[config.mk]
export PLATFORM = sky130hd
export DESIGN_NAME = hamming_tx_arbiter_flat
export DESIGN_NICKNAME = d
export VERILOG_FILES = /design/src/rtl/hamming_pkg.sv /design/src/rtl/hamming_tx_arbiter_if.sv /design/src/rtl/hamming_encoder.sv /design/src/rtl/hamming_tx_arbiter.sv /design/src/flat_wrapper.sv
export SDC_FILE = /design/constraint.sdc
export NUM_CORES = 1
export LEC_CHECK = 0
export BUFFER_PORTS_ARGS = -buffer_cell sky130_fd_sc_hd__buf_2
export CORE_ASPECT_RATIO = 1.2
export CORE_MARGIN = 4
export CORE_UTILIZATION = 59
export DETAILED_ROUTE_END_ITERATION = 7
export PLACE_DENSITY = 0.89
export SLEW_MARGIN = 20
export SYNTH_ARGS = -nofsm -noshare
export SYNTH_HDL_FRONTEND = slang
export SYNTH_SLANG_ARGS = --single-unit
[constraint.sdc]
create_clock -name clk -period 4.46 [get_ports clk]
set_input_delay 1.115 -clock clk [delete_from_list [all_inputs] [get_ports clk]]
set_output_delay 1.115 -clock clk [all_outputs]
set_load 0.01 [all_outputs]
[src/rtl/hamming_pkg.sv]
// Shared definitions for the Hamming (7,4) serial transmit arbiter.
//   CW_W / DATA_W : codeword and nibble widths
//   MAX_REQ       : widest requester count supported (index width IDX_W)
//   state_t       : transmit FSM states
package hamming_pkg;

  localparam int unsigned CW_W    = 7;
  localparam int unsigned DATA_W  = 4;
  localparam int unsigned MAX_REQ = 4;
  localparam int unsigned IDX_W   = 2;

  typedef enum logic [1:0] {
    IDLE  = 2'd0,
    SHIFT = 2'd1,
    GAP   = 2'd2
  } state_t;

endpackage

[src/rtl/hamming_tx_arbiter_if.sv]
// Requester/transmit bundle between the requester logic and hamming_tx_arbiter.
//   req_valid/req_data/err_pos : driven by requesters (master)
//   req_ready, tx_bit, tx_frame, tx_owner, busy : driven by the arbiter (slave)
// err_pos exists only when ERR_INJECT_EN is defined.
interface hamming_tx_arbiter_if #(
  parameter int unsigned NREQ = 2
);
  import hamming_pkg::*;

  logic [NREQ-1:0]        req_valid;
  logic [DATA_W*NREQ-1:0] req_data;
  logic [NREQ-1:0]        req_ready;
  logic                   tx_bit;
  logic                   tx_frame;
  logic [IDX_W-1:0]       tx_owner;
  logic                   busy;
`ifdef ERR_INJECT_EN
  logic [2:0]             err_pos;
`endif

  modport master (
`ifdef ERR_INJECT_EN
    output err_pos,
`endif
    output req_valid, req_data,
    input  req_ready, tx_bit, tx_frame, tx_owner, busy
  );

  modport slave (
`ifdef ERR_INJECT_EN
    input  err_pos,
`endif
    input  req_valid, req_data,
    output req_ready, tx_bit, tx_frame, tx_owner, busy
  );

endinterface

[src/rtl/hamming_encoder.sv]
// Purely combinational Hamming (7,4) encoder.
//   data   : nibble d3..d0
//   code_c : codeword {d3,d2,d1,p4,d0,p2,p1}, bit 0 = p1
module hamming_encoder
  import hamming_pkg::*;
(
  input  logic [DATA_W-1:0] data,
  output logic [CW_W-1:0]   code_c
);

  logic p1, p2, p4;

  always_comb begin
    p1     = data[0] ^ data[1] ^ data[3];
    p2     = data[0] ^ data[2] ^ data[3];
    p4     = data[1] ^ data[2] ^ data[3];
    code_c = {data[3], data[2], data[1], p4, data[0], p2, p1};
  end

endmodule

[src/rtl/hamming_tx_arbiter.sv]
// Round-robin arbiter sharing one Hamming (7,4) encoder among NREQ nibble
// requesters; the granted codeword is serialised LSB-first on tx_bit with
// each bit held BIT_DIV clocks and framed by tx_frame.
//   clk, rst_n : clock, asynchronous active-low reset
//   bus        : slave side of hamming_tx_arbiter_if (handshake + serial out)
// Optional: define ERR_INJECT_EN to add bus.err_pos, which flips codeword
// bit err_pos-1 (1..7) at capture for decoder bring-up.
module hamming_tx_arbiter
  import hamming_pkg::*;
#(
  parameter int unsigned NREQ    = 2,
  parameter int unsigned BIT_DIV = 1
) (
  input  logic                 clk,
  input  logic                 rst_n,
  hamming_tx_arbiter_if.slave  bus
);

  localparam int unsigned DIV_W = 4;
  localparam int unsigned BIT_W = 3;
  localparam int unsigned PAD_W = MAX_REQ * DATA_W;

  state_t            state, state_n;
  logic [CW_W-1:0]   sr, sr_n;
  logic [BIT_W-1:0]  bitcnt, bitcnt_n;
  logic [DIV_W-1:0]  divcnt, divcnt_n;
  logic [IDX_W-1:0]  last_grant, last_grant_n;
  logic [IDX_W-1:0]  tx_owner_q, tx_owner_n;
  logic              tx_bit_q, tx_bit_n;
  logic              tx_frame_q, tx_frame_n;
  logic              busy_q, busy_n;

  logic [MAX_REQ-1:0] valid_pad;
  logic [PAD_W-1:0]   data_pad;
  logic               any_valid_c;
  logic [IDX_W-1:0]   grant_c;
  logic [NREQ-1:0]    ready_c;
  logic [DATA_W-1:0]  enc_in;
  logic [CW_W-1:0]    enc_cw_c;
  logic [CW_W-1:0]    cap_cw_c;

  // First valid requester after last_grant, wrapping modulo NREQ.
  function automatic logic [IDX_W-1:0] rr_pick(input logic [MAX_REQ-1:0] v,
                                               input logic [IDX_W-1:0]   last);
    logic [IDX_W-1:0] g;
    logic             found;
    int unsigned      idx;
    g     = '0;
    found = 1'b0;
    for (int unsigned k = 1; k <= NREQ; k++) begin
      idx = (32'(last) + k) % NREQ;
      if (!found && v[IDX_W'(idx)]) begin
        g     = IDX_W'(idx);
        found = 1'b1;
      end
    end
    return g;
  endfunction

  // Grant selection and encoder input mux.
  always_comb begin
    valid_pad   = MAX_REQ'(bus.req_valid);
    data_pad    = PAD_W'(bus.req_data);
    any_valid_c = |bus.req_valid;
    grant_c     = rr_pick(valid_pad, last_grant);
    enc_in      = data_pad[{grant_c, 2'b00} +: DATA_W];
  end

  hamming_encoder u_enc (
    .data   (enc_in),
    .code_c (enc_cw_c)
  );

`ifdef ERR_INJECT_EN
  // Optional single-bit corruption of the captured codeword.
  always_comb begin
    cap_cw_c = enc_cw_c;
    if (bus.err_pos != 3'd0) begin
      cap_cw_c[bus.err_pos - 3'd1] = ~enc_cw_c[bus.err_pos - 3'd1];
    end
  end
`else
  assign cap_cw_c = enc_cw_c;
`endif

  // Ready is offered only in IDLE; gated by rst_n so it reads 0 during reset.
  always_comb begin
    ready_c = '0;
    if (state == IDLE && rst_n && any_valid_c) begin
      ready_c = NREQ'(1) << grant_c;
    end
  end

  // Next-state, datapath and registered-output logic.
  always_comb begin
    state_n      = state;
    sr_n         = sr;
    bitcnt_n     = bitcnt;
    divcnt_n     = divcnt;
    last_grant_n = last_grant;
    tx_owner_n   = tx_owner_q;

    unique case (state)
      IDLE: begin
        if (any_valid_c) begin
          sr_n         = cap_cw_c;
          tx_owner_n   = grant_c;
          last_grant_n = grant_c;
          bitcnt_n     = '0;
          divcnt_n     = '0;
          state_n      = SHIFT;
        end
      end
      SHIFT: begin
        if (divcnt == DIV_W'(BIT_DIV - 1)) begin
          divcnt_n = '0;
          sr_n     = sr >> 1;
          bitcnt_n = bitcnt + 1'b1;
          if (bitcnt == BIT_W'(CW_W - 1)) begin
            state_n = GAP;
          end
        end else begin
          divcnt_n = divcnt + 1'b1;
        end
      end
      GAP: begin
        state_n = IDLE;
      end
      default: begin
        state_n = IDLE;
      end
    endcase

    // Outputs are registered from the next-state view so tx_bit shows sr[0]
    // in exactly the cycles the FSM sits in SHIFT.
    tx_frame_n = (state_n == SHIFT);
    tx_bit_n   = tx_frame_n & sr_n[0];
    busy_n     = (state_n != IDLE);
  end

  // State and output registers.
  always_ff @(posedge clk or negedge rst_n) begin
    if (!rst_n) begin
      state      <= IDLE;
      sr         <= '0;
      bitcnt     <= '0;
      divcnt     <= '0;
      last_grant <= IDX_W'(NREQ - 1);
      tx_owner_q <= '0;
      tx_bit_q   <= 1'b0;
      tx_frame_q <= 1'b0;
      busy_q     <= 1'b0;
    end else begin
      state      <= state_n;
      sr         <= sr_n;
      bitcnt     <= bitcnt_n;
      divcnt     <= divcnt_n;
      last_grant <= last_grant_n;
      tx_owner_q <= tx_owner_n;
      tx_bit_q   <= tx_bit_n;
      tx_frame_q <= tx_frame_n;
      busy_q     <= busy_n;
    end
  end

  assign bus.req_ready = ready_c;
  assign bus.tx_bit    = tx_bit_q;
  assign bus.tx_frame  = tx_frame_q;
  assign bus.tx_owner  = tx_owner_q;
  assign bus.busy      = busy_q;

endmodule

[src/flat_wrapper.sv]
// flat-port wrapper written by rule: the top's interface ports become plain ports
module hamming_tx_arbiter_flat import hamming_pkg::*;
#(
  parameter int unsigned NREQ    = 2,
  parameter int unsigned BIT_DIV = 1
)
  (clk, rst_n, bus_req_valid, bus_req_data, bus_req_ready, bus_tx_bit, bus_tx_frame, bus_tx_owner, bus_busy);
  hamming_tx_arbiter_if #(.NREQ(NREQ)) bus_i ();
  input  logic clk;
  input  logic rst_n;
  input wire logic [$bits(bus_i.req_valid)-1:0] bus_req_valid;
  input wire logic [$bits(bus_i.req_data)-1:0] bus_req_data;
  output wire logic [$bits(bus_i.req_ready)-1:0] bus_req_ready;
  output wire logic [$bits(bus_i.tx_bit)-1:0] bus_tx_bit;
  output wire logic [$bits(bus_i.tx_frame)-1:0] bus_tx_frame;
  output wire logic [$bits(bus_i.tx_owner)-1:0] bus_tx_owner;
  output wire logic [$bits(bus_i.busy)-1:0] bus_busy;
  assign bus_i.req_valid = bus_req_valid;
  assign bus_i.req_data = bus_req_data;
  assign bus_req_ready = bus_i.req_ready;
  assign bus_tx_bit = bus_i.tx_bit;
  assign bus_tx_frame = bus_i.tx_frame;
  assign bus_tx_owner = bus_i.tx_owner;
  assign bus_busy = bus_i.busy;
  hamming_tx_arbiter #(.NREQ(NREQ), .BIT_DIV(BIT_DIV)) u_core (.clk(clk), .rst_n(rst_n), .bus(bus_i));
endmodule
Yosys cells after proc, flatten, opt, wreduce, memory -nomap -nowiden:

Index checks and enable logic that the tools add are counted.

* logic and storage cells: 63
* bits in registers: 22
* input port bits: 12
* output and inout port bits: 7

* bitwise logic cells: 7
* reductions and logical operators: 12
* $lt $le $gt $ge: 2
* multiplexer cells: 21
* shift-type cells: 2
* add/subtract/negate cells: 4
* eq/ne operators: 5

Operator list (count)
* indexed part select 16 x 4 -> 4 bit: 1
* 2-to-1 mux 7 bit: 2
* one-hot mux 7 bit (2 select lines): 1
* 2-to-1 mux 2 bit: 4
* 2-to-1 mux 4 bit: 2
* one-hot mux 4 bit (2 select lines): 1
* 2-to-1 mux 1 bit: 7
* < comparator 1 x 3 -> 1 bit, second input constant: 2
* 2-to-1 mux 3 bit: 2
* one-hot mux 3 bit (2 select lines): 1
* bitwise XOR 1 bit: 6
* adder 4 x 1 -> 4 bit, second input constant: 1
* == test 2 x 1 -> 1 bit, second input constant: 2
* zero test 4 bit: 1
* inequality test 2 x 1 -> 1 bit, second input constant: 2
* one-hot mux 2 bit (2 select lines): 1
* AND reduction 2 bit: 2
* nonzero test 2 bit: 2
* adder 3 x 1 -> 3 bit, second input constant: 1
* == test 3 bit, second input constant: 1
* logical AND 1 bit: 3
* AND reduction 3 bit: 1
* adder 1 bit, second input constant: 2
* zero test 2 bit: 1
* 4 further kinds: 4

Depth between registers and ports, before layout:

Gate-level depths: netlist (run 1).

* word-level depth: 13
* depth in mapped cells: 6
* depth with buffers taken out: 6

Cells and area by module:

From an unflattened synthesis (run 1), not the netlist that was laid out.

* cells, all modules: 115
* area total of the unflattened synthesis: 1226.2 um^2

By module, submodules not included
* hamming_tx_arbiter: cells each 105, times used 1, seq. area each 526.8 um^2, area an instance 1102.3 um^2
* hamming_encoder: cells each 10, times used 1, seq. area each 0.0 um^2, area an instance 123.9 um^2

Worst setup path before layout (run 1):

No wires, ideal clock.

* path kind: input port to output port
* start point: input port bus_req_valid[1]
* end point: output port bus_req_ready[1]
* stages on the path: 3
* arrival time: 1.647 ns
* required time: 3.345 ns
* slack: 1.698 ns
* cells stage by stage: a21bo_2 -> buf_2 -> nor2_1

* word-level cells in the longest chain between the ends: 8
* elaborated cells between the ends (all ways): 13

Ends and longest elaborated chain
* from (decl): RTL line flat_wrapper.sv:11 `input wire logic [$bits(bus_i.req_valid)-1:0] bus_req_valid;`
* 2-to-1 mux 1 bit (implied by the code) (2 in series): RTL line hamming_tx_arbiter.sv:52 `if (!found && v[IDX_W'(idx)]) begin`
* 2-to-1 mux 1 bit: RTL line hamming_tx_arbiter.sv:52
* zero test 1 bit: RTL line hamming_tx_arbiter.sv:52
* logical AND 1 bit: RTL line hamming_tx_arbiter.sv:52
* 2-to-1 mux 1 bit: RTL line hamming_tx_arbiter.sv:52
* << shifter 1 x 1 -> 2 bit: RTL line hamming_tx_arbiter.sv:90 `ready_c = NREQ'(1) << grant_c;`
* 2-to-1 mux 2 bit (*): RTL line hamming_tx_arbiter.sv:89 `if (state == IDLE && rst_n && any_valid_c) begin`
* to (decl): RTL line flat_wrapper.sv:13 `output wire logic [$bits(bus_i.req_ready)-1:0] bus_req_ready;`

Mark *: on every way between the ends. The rest lies on a longest branch, timed or not. The select of a mux whose other input is x is not followed.

Final worst setup path (run 1):

* start point: input port bus_req_valid[1]
* end point: output port bus_req_ready[0]

The elaborated chain is that of the path after synthesis.

==> results of run 1 <==
-- flip-flops by register name, summed over array words and instances (netlist names) --
name	count
u_core.bus.tx_bit	1
u_core.sr	7
u_core.bus.tx_frame	1
u_core.bus.busy	1
u_core.bus.tx_owner	1
u_core.divcnt	4
u_core.bitcnt	3
u_core.state	2
u_core.last_grant	1
-- logic make-up (layout without fill, tap and decap cells) --
kind of cell	after synthesis	in the layout	share of synthesized area [%]
adders and majority gates	4	4	4.189
muxes	3	3	2.513
xor gates and xnor gates	7	7	12.46
other	1	1	0.3138
and+or+nand+nor	39	39	16.76
DFF	21	21	44.08
buffers and inverters	8	24	3.141
AOI/OAI and AO/OA	30	30	16.55
-- per-stage QoR --
stage | cells | instance area, sq um | hold slack, ps
after floorplan | 113 | 1195 | 448.6
after global placement | 144 | 1277 | 468.6
after detailed placement | 144 | 1277 | 474.8
after CTS | 148 | 1305 | 503.9
after global routing | 148 | 1305 | 539.7
final | 148 | 1305 | 508.1
-- per-layer routing --
layer	global-route usage (%)	share of wire, %	up-vias	wire, microns
met5	0	0	-	0
met4	8.943	2.8	0	68
met3	2.611	2.6	7	63
met2	32.76	50	19	1209
met1	26.12	45	440	1082
li1	-	-	435	-
-- report_power, final --
| part | switching (uW) | leakage (uW) | internal [uW] | total, uW |
|---|---|---|---|---|
| Clock | 57.5 | 0.0000177 | 33.5 | 91.0 |
| Combinational | 173 | 0.000377 | 123 | 297 |
| Sequential | 38.0 | 0.000262 | 261 | 299 |
| Total | 269 | 0.000658 | 418 | 687 |
-- worst min-delay path: cells and delay by family (launching register included) --
kind | cells | cell delay [ps]
compound gates | 1 | 80
flops | 1 | 350
simple gates | 1 | 50
-- synth_stat cells (3+ instances only) --
cell / number
dfrtp_1: 20
nand2_1: 16
a21oi_1: 8
o21ai_0: 8
nor2_1: 7
nand3_1: 6
a221o_1: 5
ha_1: 4
xor3_1: 4
a31oi_1: 3
inv_1: 3
mux2i_1: 3
-- cell type report --
class / instances / share of cell area (%)
clock buffer: 3 / 1.726
clock inverter: 1 / 0.3835
inverter: 3 / 0.8629
multi-input combinational: 84 / 48.32
sequential: 21 / 40.36
tap: 19 / 1.822
timing repair buffer: 17 / 6.520
-- worst max path at each step --
| stage | from | end | slack (ps) | cells past startpoint |
|---|---|---|---|---|
| 6_report | bus_req_valid[1] | bus_req_ready[0] | 1320 | 4 |
| 3_3_place_gp | rst_n | bus_req_ready[0] | 1470 | 4 |
| 2_1_floorplan | bus_req_valid[1] | bus_req_ready[1] | 1700 | 3 |
| 5_1_grt | rst_n | bus_req_ready[0] | 1250 | 4 |
| 3_5_place_dp | rst_n | bus_req_ready[0] | 1340 | 4 |
| 4_1_cts | rst_n | bus_req_ready[0] | 1340 | 4 |
-- placed cells by master (no fill, tap or decap), types with 2 or more instances in the layout --
master	n
a221o_1	5
and3_1	2
o21ai_0	8
clkbuf_4	3
xnor3_1	2
a21oi_1	8
nand3_1	6
ha_1	4
mux2i_1	3
xor3_1	4
nand2_1	16
buf_2	17
dfrtp_1	20
a31oi_1	3
inv_1	3
nor2_1	7
==> impl_metrics.csv, run 1 <==
group,metric,value,unit
synth,synth-edff-count,0,
power_and_ir_drop,vdd_ir_drop_max,258.7,uV
cells_and_area,register_area,526.8,sq um
cells_and_area,fill_cells,153,
critical_path,critical_path_buf_inv_count,2,
critical_path,crit_path_start_kind,"primary input",
power_and_ir_drop,power.leakage,0.0006575,uW
cells_and_area,nets,146,
cells_and_area,multiInputGateArea,630.6,sq um
critical_path,crit_fanout,7,
sta,hold_violations,0,
routing,drtAntennaViolNets,0,
critical_path,critPathCaptureType,"output port",
critical_path,reg2reg_to,"u_core.bus.tx_bit",
sta,finClkSkew,1.205,ps
run_status,status,"finished, final reports clean",
routing,vias_per_cell,6.088,
floorplan,fp.dieH,57.30,microns
worst_hold_path,holdPathStages,2,
critical_path,path_delay_family,"compound AO/OA/AOI/OAI gates",
grt,first_global_vias,900,
synth,seq_area_frac_synth,44.08,%
sta,relSlewSlack,55.71,%
critical_path,arrival,2020,ps
worst_hold_path,hp-class,"reg2reg",
clocking,hold_buffers,0,
sta,min_period_over_period,70.30,%
place,port_buffers,17,
grt,grt_pass1_wl,4.243,mm
clocking,clockBufferDepth,2,
sta,setup_slack,1325,ps
clocking,clock_latency,300,ps
clocking,root_buffer,"clkbuf_4",
power_and_ir_drop,total_power,687.3,uW
critical_path,path_class,"in2out",
sta,fmax,318.9,MHz
synth,ys_warn_count,0,
clocking,cts_resized,0,
synth,netlist-cell-type-count,35,
synth,synthesis.nets,129,
synth,synth.area.top_cells,"dfrtp_1 42%, xor3_1 8.0%, nand2_1 5.0%",
grt,antenna_found_initial,0,
clocking,cts_max_level,1,
sta,tns,0,ps
routing,vias,901,
power_and_ir_drop,p_per_area,526.6,nW/um^2
clocking,clk_pin_slew,110,ps
worst_hold_path,hold_start,"u_core.sr[0]",
sta,setup_viol,0,
sta,finalCriticalPeriod,3135,ps
synth,synthCells,113,
floorplan,initial_core_util,63.12,%
routing,drc,0,
clocking,cts_tree,"done",
worst_hold_path,hold_end,"u_core.sr[0]",
floorplan,io_pins,19,
sta,drv_slew,0,
place,hpwl,1.877,mm
critical_path,r2r_start,"u_core.divcnt[0]",
critical_path,crit_slowest_cell,"a21boi_1",
synth,ys_ff_latch,21,
cells_and_area,antenna_cells,0,
critical_path,cp_common_cell,"buf_2",
synth,syn_avg_cell_area,10.57,sq um
routing,drt_pass1_iterations,4,
synth,ys.flop_type,"dfrtp_1",
place,place_congestion,0.7917,
cells_and_area,final_core_util,68.94,%
clocking,cts_inserted_buffers,3,
routing,avgRoutedWirePerCell,16.37,microns
floorplan,die_w,49.08,microns
clocking,clock_sinks,21,
place,post-place-ws,1341,ps
sta,worst_pin_slew,664.2,ps
sta,rsz0062_at_grt,"false",
floorplan,dieArea,2812,sq um
synth,synth_top_cell_area_share,41.88,%
flow_run,maxCapViolCount,0,
routing,wl,2.423,mm
synth,async_flop_share,100.0,%
clocking,post-cts-setup-buffers,0,
floorplan,std_cell_rows,17,
synth,synth.largest_area_cell,"dfrtp_1",
cells_and_area,drive_gt1_share,21.71,%
floorplan,core,1893,sq um
critical_path,reg2reg_depth,6,
critical_path,rrSetupSlack,2670,ps
cells_and_area,areaGrowthSynthToFinish,9.215,%
critical_path,slowest_delay,460,ps
grt,grt_usage,19.87,%
critical_path,crit_path_cell_trace,"buf_2, a21boi_1, nor2_1, buf_2",
synth,syn_area,1195,sq um
grt,grt_max_degree,23,
critical_path,worstPathRequired,3350,ps
grt,overflow,0,
routing,first_iter_violations,37,
(Power assumes the default switching activity.)
==> run 2, diff against run 1 <==
- CORE_UTILIZATION: 59 -> 55
- PLACE_DENSITY: 0.89 -> 0.84
- clock period: 4.46 -> 2.9 ns (I/O delays scaled with it)
==> run 2 against run 1 <==
Effect of this change: die area is 6.2% higher; combinational power is 55% higher; sequential power is 54% higher; critical endpoint unchanged; clock skew is 9.3 ps higher; via count is 2.8% lower; global-route usage is 1.9 points lower; clock-buffer cell count stayed put; power is 55% higher; final area is 1.8% higher; worst hold slack worse by 130 ps; worst setup slack worse by 740 ps.
==> impl_metrics.csv, run 2 (synthesized netlist as in run 1, its figures left out) <==
group,metric,value,unit
critical_path,path_class,"reg2out",
critical_path,arrival,1590,ps
cells_and_area,final_core_util,64.13,%
clocking,cts_tree,"done",
cells_and_area,largest_register_ffs,7,
routing,vias,876,
routing,wl,2.376,mm
sta,hold_violations,0,
worst_hold_path,hp-class,"in2async",
power_and_ir_drop,p_seq_share,43.1,%
critical_path,cp_common_cell,"nor2_1",
critical_path,crit_fanout,5,
floorplan,dieArea,2985,sq um
cells_and_area,final_cell_area,1329,sq um
clocking,clock_latency,310,ps
power_and_ir_drop,combPwrFrac,43.1,%
sta,worst_pin_slew,673.0,ps
cells_and_area,top_register,"u_core.sr",
cells_and_area,reg_top3,"u_core.sr (7), u_core.divcnt (4), u_core.bitcnt (3)",
grt,grt_max_degree,22,
sta,relSlewSlack,55.13,%
critical_path,path_delay_family,"simple AND/OR/NAND/NOR gates",
routing,drc,0,
power_and_ir_drop,p_per_area,801.9,nW/um^2
sta,finalCriticalPeriod,2318,ps
place,placed_area,1299,sq um
critical_path,r2r_start,"u_core.divcnt[0]",
run_status,status,"finished, final reports clean",
clocking,clk_pin_slew,130,ps
clocking,hold_buffers,0,
routing,drt_pass1_iterations,4,
critical_path,rrSetupSlack,1060,ps
place,hpwl,1.753,mm
sta,fmax,431.3,MHz
sta,tns,0,ps
floorplan,fp.dieH,59.06,microns
sta,finClkSkew,10.51,ps
critical_path,critical_path_buf_inv_count,1,
sta,drv_slew,0,
critical_path,crit_path_start_kind,"flop",
routing,avgRoutedWirePerCell,14.85,microns
critical_path,slowest_delay,420,ps
cells_and_area,drive_gt1_share,22.31,%
cells_and_area,fill_cells,181,
cells_and_area,nets,147,
cells_and_area,mostFrequentLayoutCell,"dfrtp_1",
critical_path,crit_path_start,"u_core.state[1]",
floorplan,initial_core_util,57.67,%
clocking,post-cts-setup-buffers,0,
power_and_ir_drop,power.switching,421.4,uW
power_and_ir_drop,power.leakage,0.0006585,uW
cells_and_area,final_cell_mix,"20 x dfrtp_1, 17 x buf_2, 16 x nand2_1",
power_and_ir_drop,vdd_ir_drop_max,475.8,uV
place,place_congestion,0.8390,
critical_path,critPathCaptureType,"output port",
floorplan,die_w,50.55,microns
grt,first_global_vias,925,
floorplan,core,2072,sq um
critical_path,crit_path_end,"bus_req_ready[0]",
grt,grt_usage,17.95,%
power_and_ir_drop,p_int,644.1,uW
clocking,cts_inserted_buffers,3,
grt,overflow,0,
critical_path,path_depth,5,
critical_path,worstPathRequired,2170,ps
sta,setup_viol,0,
place,post-place-ws,638.7,ps
clocking,cts_max_level,1,
floorplan,io_pins,19,
routing,first_iter_violations,25,
critical_path,crit_slowest_cell,"dfrtp_1",
cells_and_area,multiInputGateArea,630.6,sq um
power_and_ir_drop,total_power,1066,uW
grt,grt_pass1_wl,3.974,mm
cells_and_area,register_area,526.8,sq um
grt,antenna_found_initial,0,
sta,rsz0062_at_grt,"false",
power_and_ir_drop,p_clk_share,13.8,%
sta,min_period_over_period,79.95,%
clocking,root_buffer,"clkbuf_4",
clocking,clockBufferDepth,2,
critical_path,crit_path_cell_trace,"nor2_1, o21a_1, nand2_1, nor2_1, buf_2",
routing,vias_per_cell,5.475,
critical_path,reg2reg_depth,6,
place,port_buffers,17,
cells_and_area,areaGrowthSynthToFinish,11.20,%
sta,setup_slack,581.6,ps
routing,drtAntennaViolNets,0,
clocking,clock_sinks,21,
floorplan,std_cell_rows,18,
power_and_ir_drop,p_sw_share,39.55,%
clocking,cts_resized,0,
critical_path,reg2reg_to,"u_core.bus.tx_bit",
cells_and_area,antenna_cells,0,
flow_run,maxCapViolCount,0,
-- run 2: per-stage QoR --
stage | hold slack (ps) | cells
2_1_floorplan | 429.4 | 113
3_3_place_gp | 475.4 | 156
3_5_place_dp | 476.2 | 156
4_1_cts | 377.4 | 160
5_1_grt | 388.2 | 160
6_report | 380.6 | 160
-- run 2: power by group through the flow --
| stage | logic (uW) | clock network [uW] | registers [uW] |
|---|---|---|---|
| 2_1_floorplan | 337 | 0 | 465 |
| 4_1_cts | 462 | 151 | 458 |
| 6_report | 460 | 147 | 459 |
| 5_1_grt | 515 | 159 | 475 |
| 3_3_place_gp | 440 | 0 | 459 |
| 3_5_place_dp | 452 | 0 | 464 |
-- run 2: cell type report --
type	instances	area share, %
Clock buffer	3	1.695
Clock inverter	1	0.5650
Inverter	3	0.8475
Multi-Input combinational cell	84	47.46
Sequential cell	21	39.64
Tap cell	30	2.825
Timing Repair Buffer	18	6.968
-- run 2: layer usage --
metal / share of wire, % / wire length [microns] / global-route usage (%)
met5: 0 / 0 / 0
met4: 1.6 / 37 / 11.15
met3: 3.0 / 72 / 2.771
met2: 53 / 1257 / 30.41
met1: 42 / 1009 / 21.39
-- run 2: how the worst min path moves through the flow --
stage               slack (ps)  cells past startpoint                endpoint
floorplan                  430                      0        u_core.bitcnt[0]
global placement           480                      2            u_core.sr[0]
detailed placement         480                      2  u_core.bus.tx_owner[0]
CTS                        380                      2         u_core.state[0]
global route               390                      2         u_core.state[0]
finish                     380                      2         u_core.state[0]
==> run 3, diff against run 2 <==
- clock period: 2.9 -> 2.2 ns (I/O delays scaled with it)
==> run 3 against run 2 <==
Effect of this change: critical path depth unchanged; final area up 1.7%; sequential power up 33%; register-to-register slack worse by 650 ps; power up 33%; clock-buffer cell count unchanged.
==> impl_metrics.csv, run 3 (synthesized netlist as in run 1, its figures left out) <==
group,metric,value,unit
cells_and_area,top_register,"u_core.sr",
critical_path,path_class,"reg2out",
cells_and_area,drive_gt1_share,24.81,%
floorplan,core,2072,sq um
critical_path,rrSetupSlack,410,ps
sta,finalCriticalPeriod,2025,ps
routing,first_iter_violations,30,
cells_and_area,areaGrowthSynthToFinish,13.09,%
clocking,cts_inserted_buffers,3,
floorplan,initial_core_util,57.67,%
critical_path,crit_path_start_kind,"flop",
grt,grt_pass1_wl,3.905,mm
place,placed_area,1321,sq um
routing,vias_per_cell,5.393,
routing,vias,879,
clocking,clock_sinks,21,
critical_path,arrival,1470,ps
grt,grt_max_degree,22,
sta,fmax,493.9,MHz
critical_path,worstPathRequired,1650,ps
sta,min_period_over_period,92.03,%
floorplan,std_cell_rows,18,
power_and_ir_drop,power.leakage,0.0006761,uW
clocking,hold_buffers,0,
clocking,clock_latency,290,ps
sta,drv_slew,0,
worst_hold_path,hp-class,"in2async",
sta,fin_hold_ws,215.3,ps
cells_and_area,nets,150,
critical_path,r2r_start,"u_core.divcnt[0]",
routing,avgRoutedWirePerCell,13.88,microns
critical_path,critPathCaptureType,"output port",
critical_path,reg2reg_depth,6,
cells_and_area,reg_top3,"u_core.sr (7), u_core.divcnt (4), u_core.bitcnt (3)",
cells_and_area,final_cell_mix,"20 x dfrtp_1, 17 x buf_2, 16 x nand2_1",
place,hpwl,1.763,mm
floorplan,dieArea,2985,sq um
cells_and_area,largest_register_ffs,7,
floorplan,die_w,50.55,microns
clocking,clk_pin_slew,110,ps
critical_path,crit_path_cell_trace,"nor2_2, o21a_1, nand2_1, nor2_1, buf_2",
routing,drc,0,
routing,drt_pass1_iterations,4,
power_and_ir_drop,p_per_area,1050,nW/um^2
critical_path,crit_fanout,5,
flow_run,maxCapViolCount,0,
grt,overflow,0,
grt,antenna_found_initial,0,
sta,rsz0062_at_grt,"false",
clocking,cts_tree,"done",
clocking,clockBufferDepth,2,
cells_and_area,fill_cells,171,
routing,wl,2.263,mm
sta,tns,0,ps
sta,setup_viol,0,
run_status,status,"finished, final reports clean",
place,place_congestion,0.8488,
sta,hold_violations,0,
cells_and_area,mostFrequentLayoutCell,"dfrtp_1",
critical_path,slowest_delay,420,ps
grt,first_global_vias,844,
routing,drtAntennaViolNets,0,
critical_path,reg2reg_to,"u_core.bus.tx_bit",
cells_and_area,antenna_cells,0,
floorplan,io_pins,19,
grt,grt_usage,17.48,%
clocking,cts_max_level,1,
sta,finClkSkew,1.283,ps
cells_and_area,final_cell_area,1351,sq um
place,port_buffers,17,
clocking,root_buffer,"clkbuf_4",
power_and_ir_drop,vdd_ir_drop_max,729.0,uV
critical_path,crit_slowest_cell,"dfrtp_1",
floorplan,fp.dieH,59.06,microns
## run 3: cell types whose count changed in the layout (fill, tap and decap cells not counted)
cell        before  now
buf_4            1    4
clkinv_2         0    1
clkinvlp_4       1    0
nor2_1           7    6
nor2_2           1    2
## run 3: per-layer routing
metal,routed length (microns),part of all wire (%),global-route usage [%],vias up
met1,982,43,22.24,418
met3,63,2.8,2.267,2
met4,14,0.62,6.923,0
met2,1202,53,30.22,17
li1,-,-,-,442
met5,0,0,0,-
## run 3: what timing repair did
item	CTS	global route
buffers inserted	0	0
resized for setup	0	1
setup endpoints to repair	0	2
## run 3: worst max path at each step
stage	startpoint	to	slack, ps
final	u_core.state[1]	bus_req_ready[0]	180
after floorplan	bus_req_valid[1]	bus_req_ready[1]	570
after global routing	u_core.state[1]	bus_req_ready[1]	30
after global placement	bus_req_valid[1]	bus_req_ready[1]	470
after CTS	u_core.state[1]	bus_req_ready[1]	90
after detailed placement	bus_req_valid[1]	bus_req_ready[1]	430
## run 3: through the flow
stage / power (uW) / cells / setup WS [ps] / util, %
CTS: 1430 / 163 / 86.54 / 65.10
floorplan: 1057 / 113 / 568.3 / -
finish: 1419 / 163 / 175.4 / 65.22
global route: 1550 / 163 / 31.88 / 65.22
detailed placement: 1243 / 159 / 425.2 / 63.77
global placement: 1219 / 159 / 466.2 / 63.77
## run 3: worst max-delay path, delay by kind of cell, from the launching register on
family,cells,cell delay (ps)
AND/OR/NAND/NOR,3,380
flip-flops,1,420
buffers and inverters,1,130
AO/OA/AOI/OAI,1,260
## run 3: cell type report
type                    count  area [sq um]  share of cell area (%)
clock inverters             1         5.005                  0.3704
well taps                  30         37.54                   2.778
clock buffers               3         22.52                   1.667
flip-flops and latches     21         526.8                   38.98
repair buffers             21         115.1                   8.518
inverters                   3         11.26                  0.8333
multi-input cells          84         633.1                   46.85
## run 3: power by group
group          switching, uW  internal, uW  leakage, uW  total, uW
sequential              80.3           530     0.000262        610
combinational            354           275     0.000396        629
clock                    113          67.6    0.0000177        180
